[src/rtl/sram_fifo_ctl_if.sv]
// Signal bundle between sram_fifo_ctl and its neighbours: user write stream,
// user read stream, SRAM controller user port and status flags.
interface sram_fifo_ctl_if;
  // Valid/ready streams: a word moves on a rising edge where valid and ready
  // are both high; the source holds data stable while valid is high and
  // ready is low, and valid never waits on ready.
  logic [15:0] WR_DATA;
  logic        WR_VALID;
  logic        WR_READY;
  logic [15:0] RD_DATA;
  logic        RD_VALID;
  logic        RD_READY;
  logic [22:0] SRAM_ADDR_WR;
  logic [15:0] SRAM_DATA_IN;
  logic        SRAM_WE;
  logic [22:0] SRAM_ADDR_RD;
  logic        SRAM_RD;
  logic [15:0] SRAM_DATA_OUT;
  logic        SRAM_DATA_OUT_VALID;
  logic        FULL;
  logic        EMPTY;
  logic [23:0] USED;
  logic        ERROR;

  modport master (
    input  WR_DATA, WR_VALID, RD_READY, SRAM_DATA_OUT, SRAM_DATA_OUT_VALID,
    output WR_READY, RD_DATA, RD_VALID, SRAM_ADDR_WR, SRAM_DATA_IN, SRAM_WE,
           SRAM_ADDR_RD, SRAM_RD, FULL, EMPTY, USED, ERROR
  );

  modport slave (
    output WR_DATA, WR_VALID, RD_READY, SRAM_DATA_OUT, SRAM_DATA_OUT_VALID,
    input  WR_READY, RD_DATA, RD_VALID, SRAM_ADDR_WR, SRAM_DATA_IN, SRAM_WE,
           SRAM_ADDR_RD, SRAM_RD, FULL, EMPTY, USED, ERROR
  );
endinterface

[src/rtl/sram_fifo_ctl.sv]
// Circular-buffer manager using an external ZBT SRAM as a deep 16-bit FIFO,
// with a credit-limited read path into a small first-word-fall-through FIFO.
module sram_fifo_ctl #(
  parameter logic [22:0] MAX_ADDR     = 23'h7FFFFF,
  parameter int          WRITE_LAT    = 3,
  parameter int          OUT_DEPTH    = 8,
  parameter int          FLUSH_CYCLES = 4
) (
  input  logic           CLK,
  input  logic           RESET,
  sram_fifo_ctl_if.master bus
);

  localparam int AW = $clog2(OUT_DEPTH);
  localparam int PW = AW + 1;
  localparam int CW = $clog2(OUT_DEPTH + 1);
  localparam int FW = $clog2(FLUSH_CYCLES + 2);
  localparam logic [23:0]   CAP         = {1'b0, MAX_ADDR} + 24'd1;
  localparam logic [CW-1:0] CREDIT_INIT = CW'(OUT_DEPTH);
  localparam logic [FW-1:0] FLUSH_INIT  = FW'(FLUSH_CYCLES);

  logic [22:0]          wr_ptr_q, wr_ptr_d, rd_ptr_q, rd_ptr_d;
  logic [23:0]          used_q, used_d, committed_q, committed_d;
  logic [CW-1:0]        credit_q, credit_d;
  logic [FW-1:0]        flush_q, flush_d;
  logic [WRITE_LAT-1:0] sh_q, sh_d;
  logic [PW-1:0]        ow_q, ow_d, or_q, or_d;
  logic [15:0]          mem_q [OUT_DEPTH];
  logic                 wr_ready_q, wr_ready_d, full_q, full_d;
  logic                 empty_q, empty_d, error_q, error_d;
  logic                 we_q, rd_q;
  logic [22:0]          addr_wr_q, addr_rd_q;
  logic [15:0]          data_in_q;
  logic                 accept, commit, issue, pop, ret, ofull, push, rd_valid;

  function automatic logic [22:0] wrap_inc(input logic [22:0] p);
    return (p == MAX_ADDR) ? 23'd0 : p + 23'd1;
  endfunction

  always_comb begin
    rd_valid = (ow_q != or_q);
    ofull    = (ow_q[AW] != or_q[AW]) && (ow_q[AW-1:0] == or_q[AW-1:0]);
    accept   = bus.WR_VALID && wr_ready_q;
    commit   = sh_q[WRITE_LAT-1];
    // A read may only be issued when a slot in the output FIFO is reserved.
    issue    = (committed_q != '0) && (credit_q != '0);
    pop      = rd_valid && bus.RD_READY;
    ret      = bus.SRAM_DATA_OUT_VALID && (flush_q == '0);
    push     = ret && !ofull;

    wr_ptr_d    = accept ? wrap_inc(wr_ptr_q) : wr_ptr_q;
    rd_ptr_d    = issue ? wrap_inc(rd_ptr_q) : rd_ptr_q;
    used_d      = used_q + 24'(accept) - 24'(issue);
    committed_d = committed_q + 24'(commit) - 24'(issue);
    credit_d    = credit_q + CW'(pop) - CW'(issue);
    sh_d        = WRITE_LAT'({sh_q, accept});
    flush_d     = (flush_q == '0) ? '0 : flush_q - FW'(1);
    ow_d        = ow_q + PW'(push);
    or_d        = or_q + PW'(pop);
    error_d     = error_q || (ret && ofull);
    wr_ready_d  = (used_d < CAP);
    full_d      = (used_d == CAP);
    empty_d     = (used_d == '0) && (ow_d == or_d);
  end

  always_ff @(posedge CLK or posedge RESET) begin
    if (RESET) begin
      wr_ptr_q    <= '0;
      rd_ptr_q    <= '0;
      used_q      <= '0;
      committed_q <= '0;
      credit_q    <= CREDIT_INIT;
      flush_q     <= FLUSH_INIT;
      sh_q        <= '0;
      ow_q        <= '0;
      or_q        <= '0;
      wr_ready_q  <= 1'b0;
      full_q      <= 1'b0;
      empty_q     <= 1'b1;
      error_q     <= 1'b0;
      we_q        <= 1'b0;
      rd_q        <= 1'b0;
      addr_wr_q   <= '0;
      addr_rd_q   <= '0;
      data_in_q   <= '0;
      for (int i = 0; i < OUT_DEPTH; i++) mem_q[i] <= '0;
    end else begin
      wr_ptr_q    <= wr_ptr_d;
      rd_ptr_q    <= rd_ptr_d;
      used_q      <= used_d;
      committed_q <= committed_d;
      credit_q    <= credit_d;
      flush_q     <= flush_d;
      sh_q        <= sh_d;
      ow_q        <= ow_d;
      or_q        <= or_d;
      wr_ready_q  <= wr_ready_d;
      full_q      <= full_d;
      empty_q     <= empty_d;
      error_q     <= error_d;
      we_q        <= accept;
      rd_q        <= issue;
      if (accept) begin
        addr_wr_q <= wr_ptr_q;
        data_in_q <= bus.WR_DATA;
      end
      if (issue) addr_rd_q <= rd_ptr_q;
      if (push) mem_q[ow_q[AW-1:0]] <= bus.SRAM_DATA_OUT;
    end
  end

  assign bus.WR_READY     = wr_ready_q;
  assign bus.RD_VALID     = rd_valid;
  assign bus.RD_DATA      = mem_q[or_q[AW-1:0]];
  assign bus.SRAM_WE      = we_q;
  assign bus.SRAM_ADDR_WR = addr_wr_q;
  assign bus.SRAM_DATA_IN = data_in_q;
  assign bus.SRAM_RD      = rd_q;
  assign bus.SRAM_ADDR_RD = addr_rd_q;
  assign bus.FULL         = full_q;
  assign bus.EMPTY        = empty_q;
  assign bus.USED         = used_q;
  assign bus.ERROR        = error_q;

endmodule

[src/flat_wrapper.sv]
// flat-port wrapper written by rule: the top's interface ports become plain ports
module sram_fifo_ctl_flat 
#(
  parameter logic [22:0] MAX_ADDR     = 23'h7FFFFF,
  parameter int          WRITE_LAT    = 3,
  parameter int          OUT_DEPTH    = 8,
  parameter int          FLUSH_CYCLES = 4
)
  (CLK, RESET, bus_WR_DATA, bus_WR_VALID, bus_RD_READY, bus_SRAM_DATA_OUT, bus_SRAM_DATA_OUT_VALID, bus_WR_READY, bus_RD_DATA, bus_RD_VALID, bus_SRAM_ADDR_WR, bus_SRAM_DATA_IN, bus_SRAM_WE, bus_SRAM_ADDR_RD, bus_SRAM_RD, bus_FULL, bus_EMPTY, bus_USED, bus_ERROR);
  sram_fifo_ctl_if bus_i ();
  input  logic CLK;
  input  logic RESET;
  input wire logic [$bits(bus_i.WR_DATA)-1:0] bus_WR_DATA;
  input wire logic [$bits(bus_i.WR_VALID)-1:0] bus_WR_VALID;
  input wire logic [$bits(bus_i.RD_READY)-1:0] bus_RD_READY;
  input wire logic [$bits(bus_i.SRAM_DATA_OUT)-1:0] bus_SRAM_DATA_OUT;
  input wire logic [$bits(bus_i.SRAM_DATA_OUT_VALID)-1:0] bus_SRAM_DATA_OUT_VALID;
  output wire logic [$bits(bus_i.WR_READY)-1:0] bus_WR_READY;
  output wire logic [$bits(bus_i.RD_DATA)-1:0] bus_RD_DATA;
  output wire logic [$bits(bus_i.RD_VALID)-1:0] bus_RD_VALID;
  output wire logic [$bits(bus_i.SRAM_ADDR_WR)-1:0] bus_SRAM_ADDR_WR;
  output wire logic [$bits(bus_i.SRAM_DATA_IN)-1:0] bus_SRAM_DATA_IN;
  output wire logic [$bits(bus_i.SRAM_WE)-1:0] bus_SRAM_WE;
  output wire logic [$bits(bus_i.SRAM_ADDR_RD)-1:0] bus_SRAM_ADDR_RD;
  output wire logic [$bits(bus_i.SRAM_RD)-1:0] bus_SRAM_RD;
  output wire logic [$bits(bus_i.FULL)-1:0] bus_FULL;
  output wire logic [$bits(bus_i.EMPTY)-1:0] bus_EMPTY;
  output wire logic [$bits(bus_i.USED)-1:0] bus_USED;
  output wire logic [$bits(bus_i.ERROR)-1:0] bus_ERROR;
  assign bus_i.WR_DATA = bus_WR_DATA;
  assign bus_i.WR_VALID = bus_WR_VALID;
  assign bus_i.RD_READY = bus_RD_READY;
  assign bus_i.SRAM_DATA_OUT = bus_SRAM_DATA_OUT;
  assign bus_i.SRAM_DATA_OUT_VALID = bus_SRAM_DATA_OUT_VALID;
  assign bus_WR_READY = bus_i.WR_READY;
  assign bus_RD_DATA = bus_i.RD_DATA;
  assign bus_RD_VALID = bus_i.RD_VALID;
  assign bus_SRAM_ADDR_WR = bus_i.SRAM_ADDR_WR;
  assign bus_SRAM_DATA_IN = bus_i.SRAM_DATA_IN;
  assign bus_SRAM_WE = bus_i.SRAM_WE;
  assign bus_SRAM_ADDR_RD = bus_i.SRAM_ADDR_RD;
  assign bus_SRAM_RD = bus_i.SRAM_RD;
  assign bus_FULL = bus_i.FULL;
  assign bus_EMPTY = bus_i.EMPTY;
  assign bus_USED = bus_i.USED;
  assign bus_ERROR = bus_i.ERROR;
  sram_fifo_ctl #(.MAX_ADDR(MAX_ADDR), .WRITE_LAT(WRITE_LAT), .OUT_DEPTH(OUT_DEPTH), .FLUSH_CYCLES(FLUSH_CYCLES)) u_core (.CLK(CLK), .RESET(RESET), .bus(bus_i));
endmodule
[config.mk]
export PLATFORM = sky130hd
export DESIGN_NAME = sram_fifo_ctl_flat
export DESIGN_NICKNAME = d
export VERILOG_FILES = /design/src/rtl/sram_fifo_ctl_if.sv /design/src/rtl/sram_fifo_ctl.sv /design/src/flat_wrapper.sv
export SDC_FILE = /design/constraint.sdc
export NUM_CORES = 1
export LEC_CHECK = 0
export ABC_CLOCK_PERIOD_IN_PS = 20500
export CAP_MARGIN = 20
export CELL_PAD_IN_SITES_DETAIL_PLACEMENT = 0
export CELL_PAD_IN_SITES_GLOBAL_PLACEMENT = 1
export CORE_UTILIZATION = 52
export CTS_BUF_LIST = sky130_fd_sc_hd__clkbuf_8
export CTS_CLUSTER_SIZE = 14
export DETAILED_ROUTE_END_ITERATION = 6
export PLACE_DENSITY_LB_ADDON = 0.3
export SLEW_MARGIN = 10
export SYNTH_ARGS = -nofsm -noshare
export SYNTH_HDL_FRONTEND = slang
export SYNTH_SLANG_ARGS = --single-unit
export TNS_END_PERCENT = 20
[constraint.sdc]
create_clock -name CLK -period 20.5 [get_ports CLK]
set_input_delay 3.075 -clock CLK [delete_from_list [all_inputs] [get_ports CLK]]
set_output_delay 3.075 -clock CLK [all_outputs]
set_load 0.1 [all_outputs]
==> out/metrics.cfg <==
[run_status]
status=completed

[place]
dp.cells=1765
place_area_mm2=0.0169
place.gp.congestion=0.891
dp_hpwl_mm=19.9
pre_cts_ws_ns=13.03
io_buffers=145

[finish]
nFillCells=2203
multi_input_area_mm2=0.00691
area_growth_pct=19.6
antenna_cells=0
drive_gt1_frac=0.208
stdcell_count=1858
nets=1554
stdcell_area_mm2=0.0180
regArea_mm2=0.00769

[sta]
tightest_slew_ns=1.12
fmax_mhz=145
setup-tns-final_ns=0
setup_viol=0
slew_headroom=0.254
final_max_slew_viol_count=0
finalCritPeriodShare=0.337
setup_slack_ns=13.59
period_minus_slack_ns=6.91
fin_skew_ns=0.0369
rsz0062_at_grt=false
final-hold-violation-count=0

[routing]
antenna_left=0
drtIter0Drc=448
dr.pass1.iters=5
drc=0
wl_per_cell_um=16.5
vias_per_cell=5.34
via_count=9916
totalWireLength_mm=30.6

[critical_path]
r2r_setup_slack_ns=14.83
crit_start=bus_WR_VALID
cp.required_ns=20.92
cp_max_fo=46
endpoint=u_core.bus.FULL
cpMaxStageDelayCell=o21ai_1
r2r_end=u_core.bus.FULL
worstPathCellList=clkdlybuf4s50_1, nand2_1, buf_4, clkinv_1, buf_4, ha_1, inv_1, fa_1, nor2b_4, o2111ai_1, a21oi_1, o221ai_1, o21ai_1, nand2_1, a31oi_1, a31o_2, xor2_1, nor4_2
critPathMaxStageDelay_ns=0.52
start_kind=primary input
worstSetupPathType=primary input to flip-flop
reg2reg_depth=23
cp_num_cells=18
cp_num_buf_inv=5
cp-end-kind=flip-flop
path_delay_family=compound AO/OA/AOI/OAI gates
cp.arrival_ns=7.33
r2r-start=u_core.committed_q[17]

[grt]
grt_use_met2=0.346
grt_first_pass_wirelength_mm=50.6
overflow=0
grtUsageMet1=0.294
grt_pass1_vias=10000
grt_use_met3=0.0437
grt_max_degree=86
grtUsageTotal=0.215
antenna_found_initial=0
busiest_layer=met2

[floorplan]
fp.dieH_um=172
rows=61
pin_count=146
dieArea_mm2=0.0297
die_w_um=172
start_util=0.535
core_mm2=0.0282

[synthesis]
async_flop_share=1.00
synthFlopType=dfrtp_1
yosysTopAreaCell=dfrtp_1
ys_ff_latch=307
synth.most_common_cell=dfrtp_1
synthCells=1275
synth_area_leaders=dfrtp_1 (50%), mux2_2 (13%), ha_1 (5.8%)
syn-num-nets=1385
ys_types=71
synth.top_cell.area_share=0.505
synth.top_cells.by_count=dfrtp_1 (304), mux2_2 (168), nand2_1 (166), inv_1 (78), ha_1 (70)
syn_area_mm2=0.0151
synth_area_per_cell_um2=11.8
synth_seq_area_share=0.510
synth_edf_count=0
yosys_warnings=0

[clock_network]
postCtsHoldBufs=0
cts_buffers=50
cts_tree=built
cts-root-buf=clkbuf_8
cts_sinks=307
cts_setup_buffers=0
ctsHtreeMaxLevel=2
cts_resized=0
clk_pin_slew_ns=0.06
cts_buffer_depth=3
clk_latency_ns=0.58

[hold_path]
worstHoldStart=u_core.sh_q[1]
hold_class=flip-flop to flip-flop

[flow_run]
max_cap_violations=0

==> cells by family after synthesis <==
group | synth area share
mux | 0.175
simple gates | 0.106
fa+ha+maj | 0.0621
buf+inv | 0.0326
compound gates | 0.0573
xor+xnor | 0.0562
flops | 0.510
==> worst min path at each step <==
stage	endpoint	slack [ns]	cells after the start
final	u_core.sh_q[2]	0.34	0
after floorplan	u_core.sh_q[2]	0.33	0
after global routing	u_core.sh_q[2]	0.37	0
after global placement	u_core.sh_q[2]	0.36	0
after CTS	u_core.sh_q[2]	0.35	0
after detailed placement	u_core.sh_q[2]	0.36	0
==> worst reg2reg max path, delay by kind of cell (launching register included) <==
| family | cells | cell delay [ns] |
|---|---|---|
| adder cells (fa/ha/maj) | 4 | 1.18 |
| AO/OA/AOI/OAI | 7 | 1.73 |
| buffers and inverters | 5 | 0.92 |
| AND/OR/NAND/NOR | 6 | 1.09 |
| XOR/XNOR | 1 | 0.27 |
| flip-flops | 1 | 0.38 |
==> cells in the final DEF (no fill, tap or decap), types with 5 or more instances in the layout <==
cell               n
dfrtp_1          303
mux2_2           168
nand2_1          166
clkdlybuf4s50_1  145
inv_1             93
ha_1              70
nor2_1            67
clkbuf_8          61
xnor2_1           47
xor2_1            46
a21oi_1           36
mux4_2            32
nand3_1           27
o21ai_0           18
nor3_1            14
nand4_1           12
a21o_1            12
and3_1            12
nor2b_1            9
o21bai_1           9
a31oi_1            9
buf_4              9
nand2b_1           8
o21ai_1            7
or4_1              6
clkinv_2           6
a31o_2             5
==> routing by layer <==
| metal | vias to the layer above | wire (um) |
|---|---|---|
| li1 | 4769 | - |
| met1 | 4879 | 14200 |
| met2 | 213 | 14200 |
| met3 | 55 | 1490 |
| met4 | 0 | 683 |
| met5 | - | 0 |
==> state kept, by name, indices dropped and copies added (netlist names) <==
| name | cells |
|---|---|
| u_core.bus.ERROR | 1 |
| u_core.bus.SRAM_ADDR_RD | 23 |
| u_core.or_q | 4 |
| u_core.bus.SRAM_ADDR_WR | 23 |
| u_core.bus.WR_READY | 1 |
| u_core.wr_ptr_q | 23 |
| u_core.bus.SRAM_RD | 1 |
| u_core.rd_ptr_q | 23 |
| u_core.credit_q | 4 |
| u_core.flush_q | 3 |
| u_core.mem_q | 128 |
| u_core.bus.EMPTY | 1 |
| u_core.sh_q | 3 |
| u_core.bus.SRAM_DATA_IN | 16 |
| u_core.committed_q | 24 |
| u_core.bus.USED | 24 |
| u_core.ow_q | 4 |
| u_core.bus.FULL | 1 |
==> metrics by stage <==
step	hold slack, ns	utilization
after floorplan	0.331	-
after global routing	0.368	0.640
after detailed placement	0.360	0.600
final	0.337	0.640
after global placement	0.363	0.600
after CTS	0.345	0.636
==> cell type report <==
type                            instances  share of cell area
Clock buffer                           61              0.0466
Tap cell                              378              0.0262
Inverter                               79              0.0169
Clock inverter                         27              0.0101
Multi-Input combinational cell        847               0.384
Sequential cell                       307               0.426
Timing Repair Buffer                  159              0.0901
Power is left out: the tool's default activity adds up to more than one toggle a clock period on the data nets, which glitch-free logic cannot reach.
